--- src/rtl/multicycle_control_fsm.sv ---
// Main control unit for the multicycle MIPS core.
// Steps the shared datapath through each instruction: fetch, decode and
// register read, ALU work, memory access, write-back and PC update.
//
// Ports
//   clk, reset  : core clock; synchronous active-high reset
//   Opcode      : Instr[31:26] from the instruction register
//   Funct       : Instr[5:0], selects the ALU op for R-type instructions
//   Zero        : ALU zero flag, gates the PC write in BRANCH
//   PCEn, IorD, MemWrite, IRWrite, RegWrite, RegDst, MemtoReg,
//   ALUSrcA, ALUSrcB, ZeroExt, ALUControl, PCSrc : datapath controls
//   Illegal_op  : one-cycle pulse in DECODE for an unsupported opcode
//   State       : current state register, for debug
module multicycle_control_fsm #(
  parameter int OPCODE_WIDTH  = 6,
  parameter int STATE_WIDTH   = 4,
  parameter int ALUCTRL_WIDTH = 3
) (
  input  logic                     clk,
  input  logic                     reset,
  input  logic [OPCODE_WIDTH-1:0]  Opcode,
  input  logic [OPCODE_WIDTH-1:0]  Funct,
  input  logic                     Zero,
  output logic                     PCEn,
  output logic                     IorD,
  output logic                     MemWrite,
  output logic                     IRWrite,
  output logic                     RegWrite,
  output logic                     RegDst,
  output logic                     MemtoReg,
  output logic                     ALUSrcA,
  output logic [1:0]               ALUSrcB,
  output logic                     ZeroExt,
  output logic [ALUCTRL_WIDTH-1:0] ALUControl,
  output logic [1:0]               PCSrc,
  output logic                     Illegal_op,
  output logic [STATE_WIDTH-1:0]   State
);

  // Sequential encoding: FETCH=0 ... JUMP=11; 12-15 are unreachable.
  typedef enum logic [STATE_WIDTH-1:0] {
    FETCH, DECODE, MEMADR, MEMRD, MEMWB, MEMWR,
    EXEC, ALUWB, BRANCH, IMMEX, IMMWB, JUMP
  } state_t;

  localparam logic [OPCODE_WIDTH-1:0] OP_RTYPE = OPCODE_WIDTH'(6'b000000);
  localparam logic [OPCODE_WIDTH-1:0] OP_J     = OPCODE_WIDTH'(6'b000010);
  localparam logic [OPCODE_WIDTH-1:0] OP_BEQ   = OPCODE_WIDTH'(6'b000100);
  localparam logic [OPCODE_WIDTH-1:0] OP_BNE   = OPCODE_WIDTH'(6'b000101);
  localparam logic [OPCODE_WIDTH-1:0] OP_ADDI  = OPCODE_WIDTH'(6'b001000);
  localparam logic [OPCODE_WIDTH-1:0] OP_ORI   = OPCODE_WIDTH'(6'b001101);
  localparam logic [OPCODE_WIDTH-1:0] OP_LW    = OPCODE_WIDTH'(6'b100011);
  localparam logic [OPCODE_WIDTH-1:0] OP_SW    = OPCODE_WIDTH'(6'b101011);

  localparam logic [OPCODE_WIDTH-1:0] FN_ADD = OPCODE_WIDTH'(6'b100000);
  localparam logic [OPCODE_WIDTH-1:0] FN_SUB = OPCODE_WIDTH'(6'b100010);
  localparam logic [OPCODE_WIDTH-1:0] FN_AND = OPCODE_WIDTH'(6'b100100);
  localparam logic [OPCODE_WIDTH-1:0] FN_OR  = OPCODE_WIDTH'(6'b100101);
  localparam logic [OPCODE_WIDTH-1:0] FN_SLT = OPCODE_WIDTH'(6'b101010);

  localparam logic [ALUCTRL_WIDTH-1:0] ALU_ADD = ALUCTRL_WIDTH'(3'b010);
  localparam logic [ALUCTRL_WIDTH-1:0] ALU_SUB = ALUCTRL_WIDTH'(3'b110);
  localparam logic [ALUCTRL_WIDTH-1:0] ALU_AND = ALUCTRL_WIDTH'(3'b000);
  localparam logic [ALUCTRL_WIDTH-1:0] ALU_OR  = ALUCTRL_WIDTH'(3'b001);
  localparam logic [ALUCTRL_WIDTH-1:0] ALU_SLT = ALUCTRL_WIDTH'(3'b111);

  state_t state, next_state;

  always_ff @(posedge clk) begin
    if (reset) state <= FETCH;
    else       state <= next_state;
  end

  assign State = state;

  always_comb begin
    next_state = FETCH;
    PCEn       = 1'b0;
    IorD       = 1'b0;
    MemWrite   = 1'b0;
    IRWrite    = 1'b0;
    RegWrite   = 1'b0;
    RegDst     = 1'b0;
    MemtoReg   = 1'b0;
    ALUSrcA    = 1'b0;
    ALUSrcB    = 2'b00;
    ZeroExt    = 1'b0;
    ALUControl = ALU_ADD;
    PCSrc      = 2'b00;
    Illegal_op = 1'b0;

    case (state)
      FETCH: begin
        IRWrite    = 1'b1;
        ALUSrcB    = 2'b01;
        PCEn       = 1'b1;
        next_state = DECODE;
      end
      DECODE: begin
        // Precompute the branch target into ALUOut while decoding.
        ALUSrcB = 2'b11;
        case (Opcode)
          OP_LW, OP_SW:   next_state = MEMADR;
          OP_RTYPE:       next_state = EXEC;
          OP_BEQ, OP_BNE: next_state = BRANCH;
          OP_ADDI, OP_ORI: next_state = IMMEX;
          OP_J:           next_state = JUMP;
          default: begin
            next_state = FETCH;
            Illegal_op = 1'b1;
          end
        endcase
      end
      MEMADR: begin
        ALUSrcA    = 1'b1;
        ALUSrcB    = 2'b10;
        next_state = (Opcode == OP_LW) ? MEMRD : MEMWR;
      end
      MEMRD: begin
        IorD       = 1'b1;
        next_state = MEMWB;
      end
      MEMWB: begin
        RegWrite = 1'b1;
        MemtoReg = 1'b1;
      end
      MEMWR: begin
        IorD     = 1'b1;
        MemWrite = 1'b1;
      end
      EXEC: begin
        ALUSrcA = 1'b1;
        case (Funct)
          FN_SUB:  ALUControl = ALU_SUB;
          FN_AND:  ALUControl = ALU_AND;
          FN_OR:   ALUControl = ALU_OR;
          FN_SLT:  ALUControl = ALU_SLT;
          FN_ADD:  ALUControl = ALU_ADD;
          default: ALUControl = ALU_ADD;
        endcase
        next_state = ALUWB;
      end
      ALUWB: begin
        RegWrite = 1'b1;
        RegDst   = 1'b1;
      end
      BRANCH: begin
        ALUSrcA    = 1'b1;
        ALUControl = ALU_SUB;
        PCSrc      = 2'b01;
        // bne takes the branch when the compare is non-zero.
        PCEn       = (Opcode == OP_BNE) ? ~Zero : Zero;
      end
      IMMEX: begin
        ALUSrcA = 1'b1;
        ALUSrcB = 2'b10;
        if (Opcode == OP_ORI) begin
          ALUControl = ALU_OR;
          ZeroExt    = 1'b1;
        end
        next_state = IMMWB;
      end
      IMMWB: RegWrite = 1'b1;
      JUMP: begin
        PCSrc = 2'b10;
        PCEn  = 1'b1;
      end
      default: ALUControl = '0;  // unreachable encodings: everything off
    endcase

    // Reset dominates: no strobe may fire while the core is being reset.
    if (reset) begin
      PCEn       = 1'b0;
      IorD       = 1'b0;
      MemWrite   = 1'b0;
      IRWrite    = 1'b0;
      RegWrite   = 1'b0;
      RegDst     = 1'b0;
      MemtoReg   = 1'b0;
      ALUSrcA    = 1'b0;
      ALUSrcB    = 2'b00;
      ZeroExt    = 1'b0;
      ALUControl = '0;
      PCSrc      = 2'b00;
      Illegal_op = 1'b0;
    end
  end

endmodule

--- config.mk ---
export PLATFORM = sky130hd
export DESIGN_NAME = multicycle_control_fsm
export DESIGN_NICKNAME = d
export VERILOG_FILES = /design/src/rtl/multicycle_control_fsm.sv
export SDC_FILE = /design/constraint.sdc
export NUM_CORES = 1
export LEC_CHECK = 0
export ABC_AREA = 1
export ABC_CLOCK_PERIOD_IN_PS = 1400
export CORE_MARGIN = 2
export CORE_UTILIZATION = 37
export DETAILED_ROUTE_END_ITERATION = 8
export GPL_ROUTABILITY_DRIVEN = 0
export PLACE_DENSITY = 0.78
export SYNTH_ARGS = -nofsm -noshare
export SYNTH_HDL_FRONTEND = slang
export SYNTH_SLANG_ARGS = --single-unit
--- constraint.sdc ---
create_clock -name clk -period 1.4 [get_ports clk]
set_input_delay 0.28 -clock clk [delete_from_list [all_inputs] [get_ports clk]]
set_output_delay 0.28 -clock clk [all_outputs]
set_load 0.01 [all_outputs]
==> flow_summary_export.csv, run 1 <==
group,metric,value,unit
status,status,"finished, violations left",
status,violations,"negative setup slack",
sta,finalCritPeriodShare,127,%
placement,portBuffers,35,
drt,ant_nets,0,
clock_tree,cts_root_buffer,"clkbuf_4",
sta,setup_viol,17,
global_route,grt.overflow.total,0,
sta,maxSlewViolCount,0,
global_route,grt_pass1_wl,5.05,mm
worst_setup_path,cpPeakStageDelay,0.40,ns
finish,final.fill_count,29,
floorplanning,start_util,40.6,%
clock_tree,tritoncts,"done",
floorplanning,core-area,1560,um^2
synthesis,synthCells,117,
worst_setup_path,cp_cell_sequence,"inv_4, nor2_4, nand2_4, inv_6, nand2_2, nand4_1, nand2_1, inv_1, buf_2",
clock_tree,cts-htree-levels,1,
clock_tree,cts_sinks,4,
sta,fin_crit,1.78,ns
pwr,p_total,580,uW
synthesis,synth.ff_latch_count,4,
clock_tree,hold_buffers,0,
floorplanning,fp.dieH,45.4,um
worst_hold_path,hold_class,"input pin to flop",
global_route,grt_max_degree,7,
floorplanning,io_pins,36,
synthesis,synth_compound_area_share,12.6,%
worst_setup_path,cp-start-kind,"flop",
synthesis,syn_area_per_cell,5.41,um^2
sta,setup_slack,-0.384,ns
worst_setup_path,path_max_fanout,4,
synthesis,yosysWarnings,0,
drt,wl,4.69,mm
worst_setup_path,required,1.12,ns
sta,slew_headroom,83.2,%
pwr,peakVddDrop,0.510,mV
synthesis,syn-num-nets,132,
sta,fmax,0.561,GHz
drt,routedWlPerCell,21.7,um
drt,drc,0,
finish,layout-drive-gt1-share,62.0,%
floorplanning,dieArea,2060,um^2
drt,dr.pass1.iters,5,
pwr,power.leakage,0.000820,uW
drt,vias,1358,
synthesis,synth_xor_area_share,0,%
worst_setup_path,criticalPathCategory,"flop to output port",
placement,place_hpwl,2.01,mm
sta,hold_violations,0,
synthesis,netlist_area,633,um^2
global_route,antenna_found_initial,0,
placement,place_area,1230,um^2
drt,first_iter_violations,103,
clock_tree,clk_latency,0.23,ns
synthesis,yosys.area_share.simple,59.9,%
sta,rsz0062_at_grt,"yes",
floorplanning,rows,14,
clock_tree,clk_pin_slew,0.04,ns
flow_run,maxCapViolations,0,
global_route,grt_pass1_vias,1130,
synthesis,muxShareOfSynthArea,0,%
finish,largest_register_ffs,4,
finish,syn_to_final_growth,138,%
synthesis,synth_top_family_by_area,"simple AND/OR/NAND/NOR gates",
drt,via_per_inst,6.29,
synthesis,yosysSeqAreaShare,12.6,%
finish,fin_nets,217,
pwr,power_density,384,nW/um^2
sta,fin_skew,0.00154,ns
global_route,gr-usage-all-layers,34.8,%
worst_setup_path,crit_slowest_cell,"dfxtp_4",
synthesis,synth_cell_types,22,
finish,antennaDiodeCount,0,
sta,fin_setup_tns,-3.74,ns
synthesis,yosys.area_share.adder,0,%
worst_setup_path,crit_arrival,1.50,ns
worst_setup_path,worstSetupEndpointType,"output port",
finish,fin_area,1510,um^2
clock_tree,cts-buffers-inserted,3,
floorplanning,die_w,45.4,um
clock_tree,cts.path.max_buffers,2,
sta,worstMarginPinSlew,0.253,ns
-- per-layer routing --
| metal | share of wire, % | GRT usage (%) |
|---|---|---|
| met3 | 13 | 5.20 |
| met1 | 31 | 37.8 |
| met4 | 12 | 21.2 |
| met2 | 44 | 62.6 |
| met5 | 0 | 0 |
-- metrics by stage --
step	hold WS [ns]	util (%)	worst slack [ns]	cells
finish	0.601	96.8	-0.384	216
global route	0.638	96.8	-0.432	216
CTS	0.571	86.6	-0.265	207
detailed placement	0.692	78.8	-0.881	196
global placement	0.715	78.8	-0.806	196
floorplan	0.506	-	-0.00443	117
-- layout make-up --
class / instances / area (um^2) / area share, %
clock buffers: 3 / 22.5 / 1.49
inverters: 23 / 106 / 7.05
flip-flops and latches: 4 / 92.6 / 6.14
well taps: 16 / 20.0 / 1.33
repair buffers: 81 / 643 / 42.6
multi-input cells: 89 / 624 / 41.4
-- layout by cell type, fill, tap and decap left out, types with 8 or more instances in the layout --
master	synthesis	layout
nor2_4	3	12
buf_2	1	12
dlygate4sd2_1	0	8
buf_6	0	13
nand2_1	21	13
nor2_1	17	11
buf_4	0	41
inv_1	19	11
nand4_1	8	8
nand3_1	12	11
-- repair_timing --
item,4_1_cts,5_1_grt
setup endpoints to repair,21,17
setup buffers,9,10
gates resized for setup,127,51
pin swaps,23,17
endpoints found under the hold margin,0,0
-- cell usage after synthesis --
cell type	n	area [um^2]
a211oi_2	1	12.5
a21oi_1	6	30.0
a21oi_2	1	8.76
a31oi_1	1	6.26
buf_2	1	5.00
dfxtp_1	4	80.1
inv_1	19	71.3
inv_2	3	11.3
inv_4	1	6.26
nand2_1	21	78.8
nand2_2	3	18.8
nand3_1	12	60.1
nand3b_1	2	15.0
nand4_1	8	50.1
nor2_1	17	63.8
nor2_2	6	37.5
nor2_4	3	33.8
nor3_1	3	15.0
nor4_1	1	6.26
o21ai_0	2	10.0
o21ai_1	1	5.00
o21bai_1	1	7.51
-- worst max-delay path, delay by kind of cell, from the launching register on --
kind                   cells  cell delay, ns
and+or+nand+nor            5            0.51
DFF                        1            0.40
buffers and inverters      4            0.36
-- cell families (layout without fill, tap and decap cells) --
group	Yosys count	count (layout)
AND/OR/NAND/NOR	76	76
buffers and inverters	24	107
flip-flops	4	4
AO/OA/AOI/OAI	13	13
-- report_power, final --
group	switching [uW]	leakage (uW)	total [uW]	internal (uW)
Combinational	174	0.000771	316	142
Clock	46.3	0.0000138	142	95.8
Sequential	7.41	0.0000352	121	114
-- worst paths after layout --
check	from	to	slack, ns	cells past startpoint
min	Opcode[3]	State[1]$_SDFF_PP0_	0.60	6
min reg2reg	State[2]$_SDFF_PP0_	State[3]$_SDFF_PP0_	0.82	4
max reg2reg	State[0]$_SDFF_PP0_	State[0]$_SDFF_PP0_	0.11	8
max	State[2]$_SDFF_PP0_	ALUControl[1]	-0.38	9
(Power assumes the default switching activity.)
==> inputs of run 2 (changes only) <==
--- a/config.mk
+++ b/config.mk
@@ -11,7 +11,7 @@
 export CORE_UTILIZATION = 37
 export DETAILED_ROUTE_END_ITERATION = 8
 export GPL_ROUTABILITY_DRIVEN = 0
-export PLACE_DENSITY = 0.78
+export PLACE_DENSITY = 0.77
 export SYNTH_ARGS = -nofsm -noshare
 export SYNTH_HDL_FRONTEND = slang
 export SYNTH_SLANG_ARGS = --single-unit
==> run 2 against run 1 <==
The flow now stops in global routing (5_1_grt). Synthesized area unchanged. Synthesized cell count unchanged.
==> flow_summary_export.csv, run 2 <==
group,metric,value,unit
synthesis,synth_edf_count,0,
floorplanning,io_pins,36,
global_route,grt_max_degree,7,
clock_tree,hold_buffers,0,
synthesis,ys.flop_type,"dfxtp_1",
floorplanning,fp.dieH,45.4,um
synthesis,synthTopCellsByCount,"21 x nand2_1, 19 x inv_1, 17 x nor2_1, 12 x nand3_1, 8 x nand4_1",
floorplanning,rows,14,
status,last-stage-reached,"global routing (5_1_grt)",
global_route,grt.overflow.total,62,
clock_tree,cts-htree-levels,1,
synthesis,yosys.area.top_type_share,12.6,%
placement,place_hpwl,2.21,mm
synthesis,syn-num-nets,132,
floorplanning,start_util,40.6,%
synthesis,netlist_area,633,um^2
global_route,gr-usage-all-layers,72.7,%
placement,place_ws,-0.869,ns
clock_tree,cts_root_buffer,"clkbuf_4",
clock_tree,cts.path.max_buffers,2,
synthesis,syn_area_per_cell,5.41,um^2
status,error,"[ERROR GRT-0232] Routing congestion too high. Check the congestion heatmap in the GUI.",
clock_tree,cts-buffers-inserted,3,
synthesis,async_flop_share,0,%
synthesis,synthCells,117,
status,status,"did not finish",
floorplanning,die_w,45.4,um
synthesis,yosys-top-cells-area,"dfxtp_1 13%, nand2_1 12%, inv_1 11%",
synthesis,yosysMostFrequentCell,"nand2_1",
placement,portBuffers,35,
clock_tree,cts_sinks,4,
synthesis,yosysWarnings,0,
synthesis,synth_largest_area_cell,"dfxtp_1",
synthesis,synth.ff_latch_count,4,
synthesis,synth_cell_types,22,
sta,worstEpCategory,"top-level output",
sta,grt_worst_setup_endpoint,"ALUControl[1]",
synthesis,yosysSeqAreaShare,12.6,%
==> run 2: logic make-up after synthesis <==
logic type / synth area share, %
flip-flops: 12.6
AND/OR/NAND/NOR: 59.9
buffers and inverters: 14.8
AO/OA/AOI/OAI: 12.6
==> run 2: what timing repair did <==
action                                  in CTS
endpoints found under the setup margin      24
pin swaps                                   24
buffers inserted                            13
resized for setup                          137
==> run 2: through the flow <==
step | utilization, % | instances | setup TNS, ns | hold WS, ns | cell area [um^2]
4_1_cts | 93.5 | 220 | -2.54 | 0.662 | 1460
3_5_place_dp | 82.7 | 204 | -12.78 | 0.805 | 1290
3_3_place_gp | 82.7 | 204 | -11.79 | 0.789 | 1290
2_1_floorplan | - | 117 | -0.00443 | 0.506 | 646
==> run 2: metal layers <==
layer  GRT usage (%)  overflow
met1            67.2         0
met2             101        35
met3            38.0         0
met4            92.9        27
met5               0         0
==> inputs of run 3 (changes only) <==
--- a/config.mk
+++ b/config.mk
@@ -7,11 +7,11 @@
 export LEC_CHECK = 0
 export ABC_AREA = 1
 export ABC_CLOCK_PERIOD_IN_PS = 1400
-export CORE_MARGIN = 2
-export CORE_UTILIZATION = 37
+export CORE_AREA = 2 2 63 65
 export DETAILED_ROUTE_END_ITERATION = 8
+export DIE_AREA = 0 0 65 67
 export GPL_ROUTABILITY_DRIVEN = 0
-export PLACE_DENSITY = 0.77
+export PLACE_DENSITY_LB_ADDON = 0.15
 export SYNTH_ARGS = -nofsm -noshare
 export SYNTH_HDL_FRONTEND = slang
 export SYNTH_SLANG_ARGS = --single-unit
==> run 3 against run 2 <==
The flow now finishes, with violations (negative setup slack).
==> flow_summary_export.csv, run 3 (synthesis results as in run 1) <==
group,metric,value,unit
worst_setup_path,path_depth,8,
sta,rsz0062_at_grt,"yes",
sta,worstMarginPinSlew,0.206,ns
finish,utilization,46.4,%
worst_setup_path,worstSetupStartpoint,"State[3]$_SDFF_PP0_",
drt,via_per_inst,4.14,
floorplanning,fp.dieH,67,um
drt,vias,1089,
finish,final.fill_count,383,
worst_setup_path,r2r_end,"State[2]$_SDFF_PP0_",
pwr,power.leakage,0.000870,uW
finish,fin_nets,232,
finish,largest_register_ffs,4,
worst_setup_path,r2r-start,"State[0]$_SDFF_PP0_",
worst_setup_path,worstSetupEndpointType,"output port",
worst_setup_path,crit_family,"flip-flops",
sta,maxSlewViolCount,0,
worst_hold_path,hold_class,"input pin to flop",
worst_setup_path,crit_top_cell,"nor2_4",
drt,routedWlPerCell,10.3,um
floorplanning,die_w,65,um
sta,setup_viol,14,
worst_setup_path,reg2regPathDepth,11,
sta,fin_skew,0.00125,ns
global_route,grt_pass1_vias,1158,
global_route,antenna_found_initial,0,
finish,antennaDiodeCount,0,
sta,fin_setup_tns,-1.97,ns
worst_setup_path,required,1.12,ns
global_route,grt_max_degree,7,
status,violations,"negative setup slack",
status,status,"finished, violations left",
finish,multiInputGateArea,623,um^2
worst_setup_path,cpPeakStageDelay,0.38,ns
drt,drc,0,
worst_setup_path,r2r_setup_slack,0.11,ns
clock_tree,clk_latency,0.21,ns
pwr,power_density,387,nW/um^2
clock_tree,cts-htree-levels,1,
global_route,grt.overflow.total,0,
pwr,p_total,647,uW
placement,place_area,1360,um^2
drt,wl,2.72,mm
placement,portBuffers,35,
clock_tree,cts-buffers-inserted,3,
sta,slew_headroom,86.2,%
floorplanning,io_pins,36,
worst_setup_path,criticalPathCategory,"flop to output port",
sta,fmax,0.622,GHz
worst_setup_path,crit_arrival,1.33,ns
finish,syn_to_final_growth,164,%
worst_setup_path,crit_end,"ALUControl[0]",
sta,hold_violations,0,
floorplanning,core-area,3610,um^2
floorplanning,rows,22,
worst_setup_path,path_max_fanout,5,
clock_tree,cts_sinks,4,
global_route,grt_pass1_wl,4.73,mm
clock_tree,tritoncts,"done",
clock_tree,clk_pin_slew,0.03,ns
sta,setup_slack,-0.207,ns
drt,first_iter_violations,14,
flow_run,maxCapViolations,0,
sta,fin_crit,1.61,ns
drt,dr.pass1.iters,4,
finish,final_common_cell,"buf_4",
worst_setup_path,crit_slowest_cell,"dfxtp_4",
drt,ant_nets,0,
clock_tree,cts_root_buffer,"clkbuf_8",
global_route,gr-usage-all-layers,13.7,%
worst_setup_path,cp_cell_sequence,"inv_4, nor2_4, buf_6, nand2_8, nor2_4, a21oi_1, nor2_1, buf_2",
finish,layout-drive-gt1-share,64.2,%
floorplanning,start_util,17.6,%
finish,fin_area,1670,um^2
worst_setup_path,cp-start-kind,"flop",
worst_setup_path,crit_buf_inv,3,
sta,finalCritPeriodShare,115,%
clock_tree,cts.path.max_buffers,2,
placement,place_hpwl,2.05,mm
finish,register_area,92.6,um^2
floorplanning,dieArea,4360,um^2
finish,layout_common_cells,"51 x buf_4, 17 x buf_2, 15 x nand2_1, 15 x buf_6, 12 x nor2_4",
pwr,peakVddDrop,0.351,mV
[run 3: cell type report]
type	count	share of cell area (%)
Timing Repair Buffer	96	45.2
Clock buffer	3	2.47
Multi-Input combinational cell	89	37.3
Inverter	23	5.91
Tap cell	48	3.59
Sequential cell	4	5.54
[run 3: worst min path at each step]
stage                                     end           startpoint  slack [ns]  cells after the start
after floorplan           State[2]$_SDFF_PP0_                reset        0.51                      3
after global placement    State[3]$_SDFF_PP0_  State[3]$_SDFF_PP0_        0.77                      5
after detailed placement  State[3]$_SDFF_PP0_  State[3]$_SDFF_PP0_        0.75                      5
after CTS                 State[1]$_SDFF_PP0_            Opcode[4]        0.58                      6
after global routing      State[1]$_SDFF_PP0_            Opcode[4]        0.65                      6
final                     State[1]$_SDFF_PP0_            Opcode[4]        0.57                      6
[run 3: metrics by stage]
step | hold WS (ns) | worst slack, ns | std cells
global route | 0.646 | -0.291 | 263
detailed placement | 0.753 | -0.857 | 240
global placement | 0.767 | -0.811 | 240
CTS | 0.576 | -0.222 | 257
floorplan | 0.506 | -0.00443 | 117
finish | 0.569 | -0.207 | 263
[run 3: what timing repair did]
| item | CTS | global route |
|---|---|---|
| setup endpoints to repair | 25 | 18 |
| buffers inserted | 14 | 6 |
| pin swaps | 34 | 13 |
| hold buffers | 0 | 0 |
| resized for setup | 148 | 23 |
[run 3: power by group]
| part | internal [uW] | switching [uW] |
|---|---|---|
| registers | 114 | 4.93 |
| clock network | 182 | 49.3 |
| logic | 158 | 138 |
[run 3: per-layer routing]
metal  routed length (um)  up-vias  global-route usage, %
met5                    0        -                      0
met4                   74        0                   3.72
met3                   82        6                   1.86
met2                 1400       20                   26.2
met1                 1150      479                   15.8
li1                     -      584                      -
[run 3: worst min-delay path: stages]
cell,delay (ns)
buf_2,0.11
inv_1,0.05
nand4_1,0.10
nand3_1,0.07
nand2_1,0.06
a21oi_1,0.06
==> inputs of run 4 (changes only) <==
--- a/config.mk
+++ b/config.mk
@@ -8,6 +8,7 @@
 export ABC_AREA = 1
 export ABC_CLOCK_PERIOD_IN_PS = 1400
 export CORE_AREA = 2 2 63 65
+export CTS_CLUSTER_DIAMETER = 80
 export DETAILED_ROUTE_END_ITERATION = 8
 export DIE_AREA = 0 0 65 67
 export GPL_ROUTABILITY_DRIVEN = 0
==> results of run 4 <==
Final layout, timing and power as in run 3 (identical DEF).
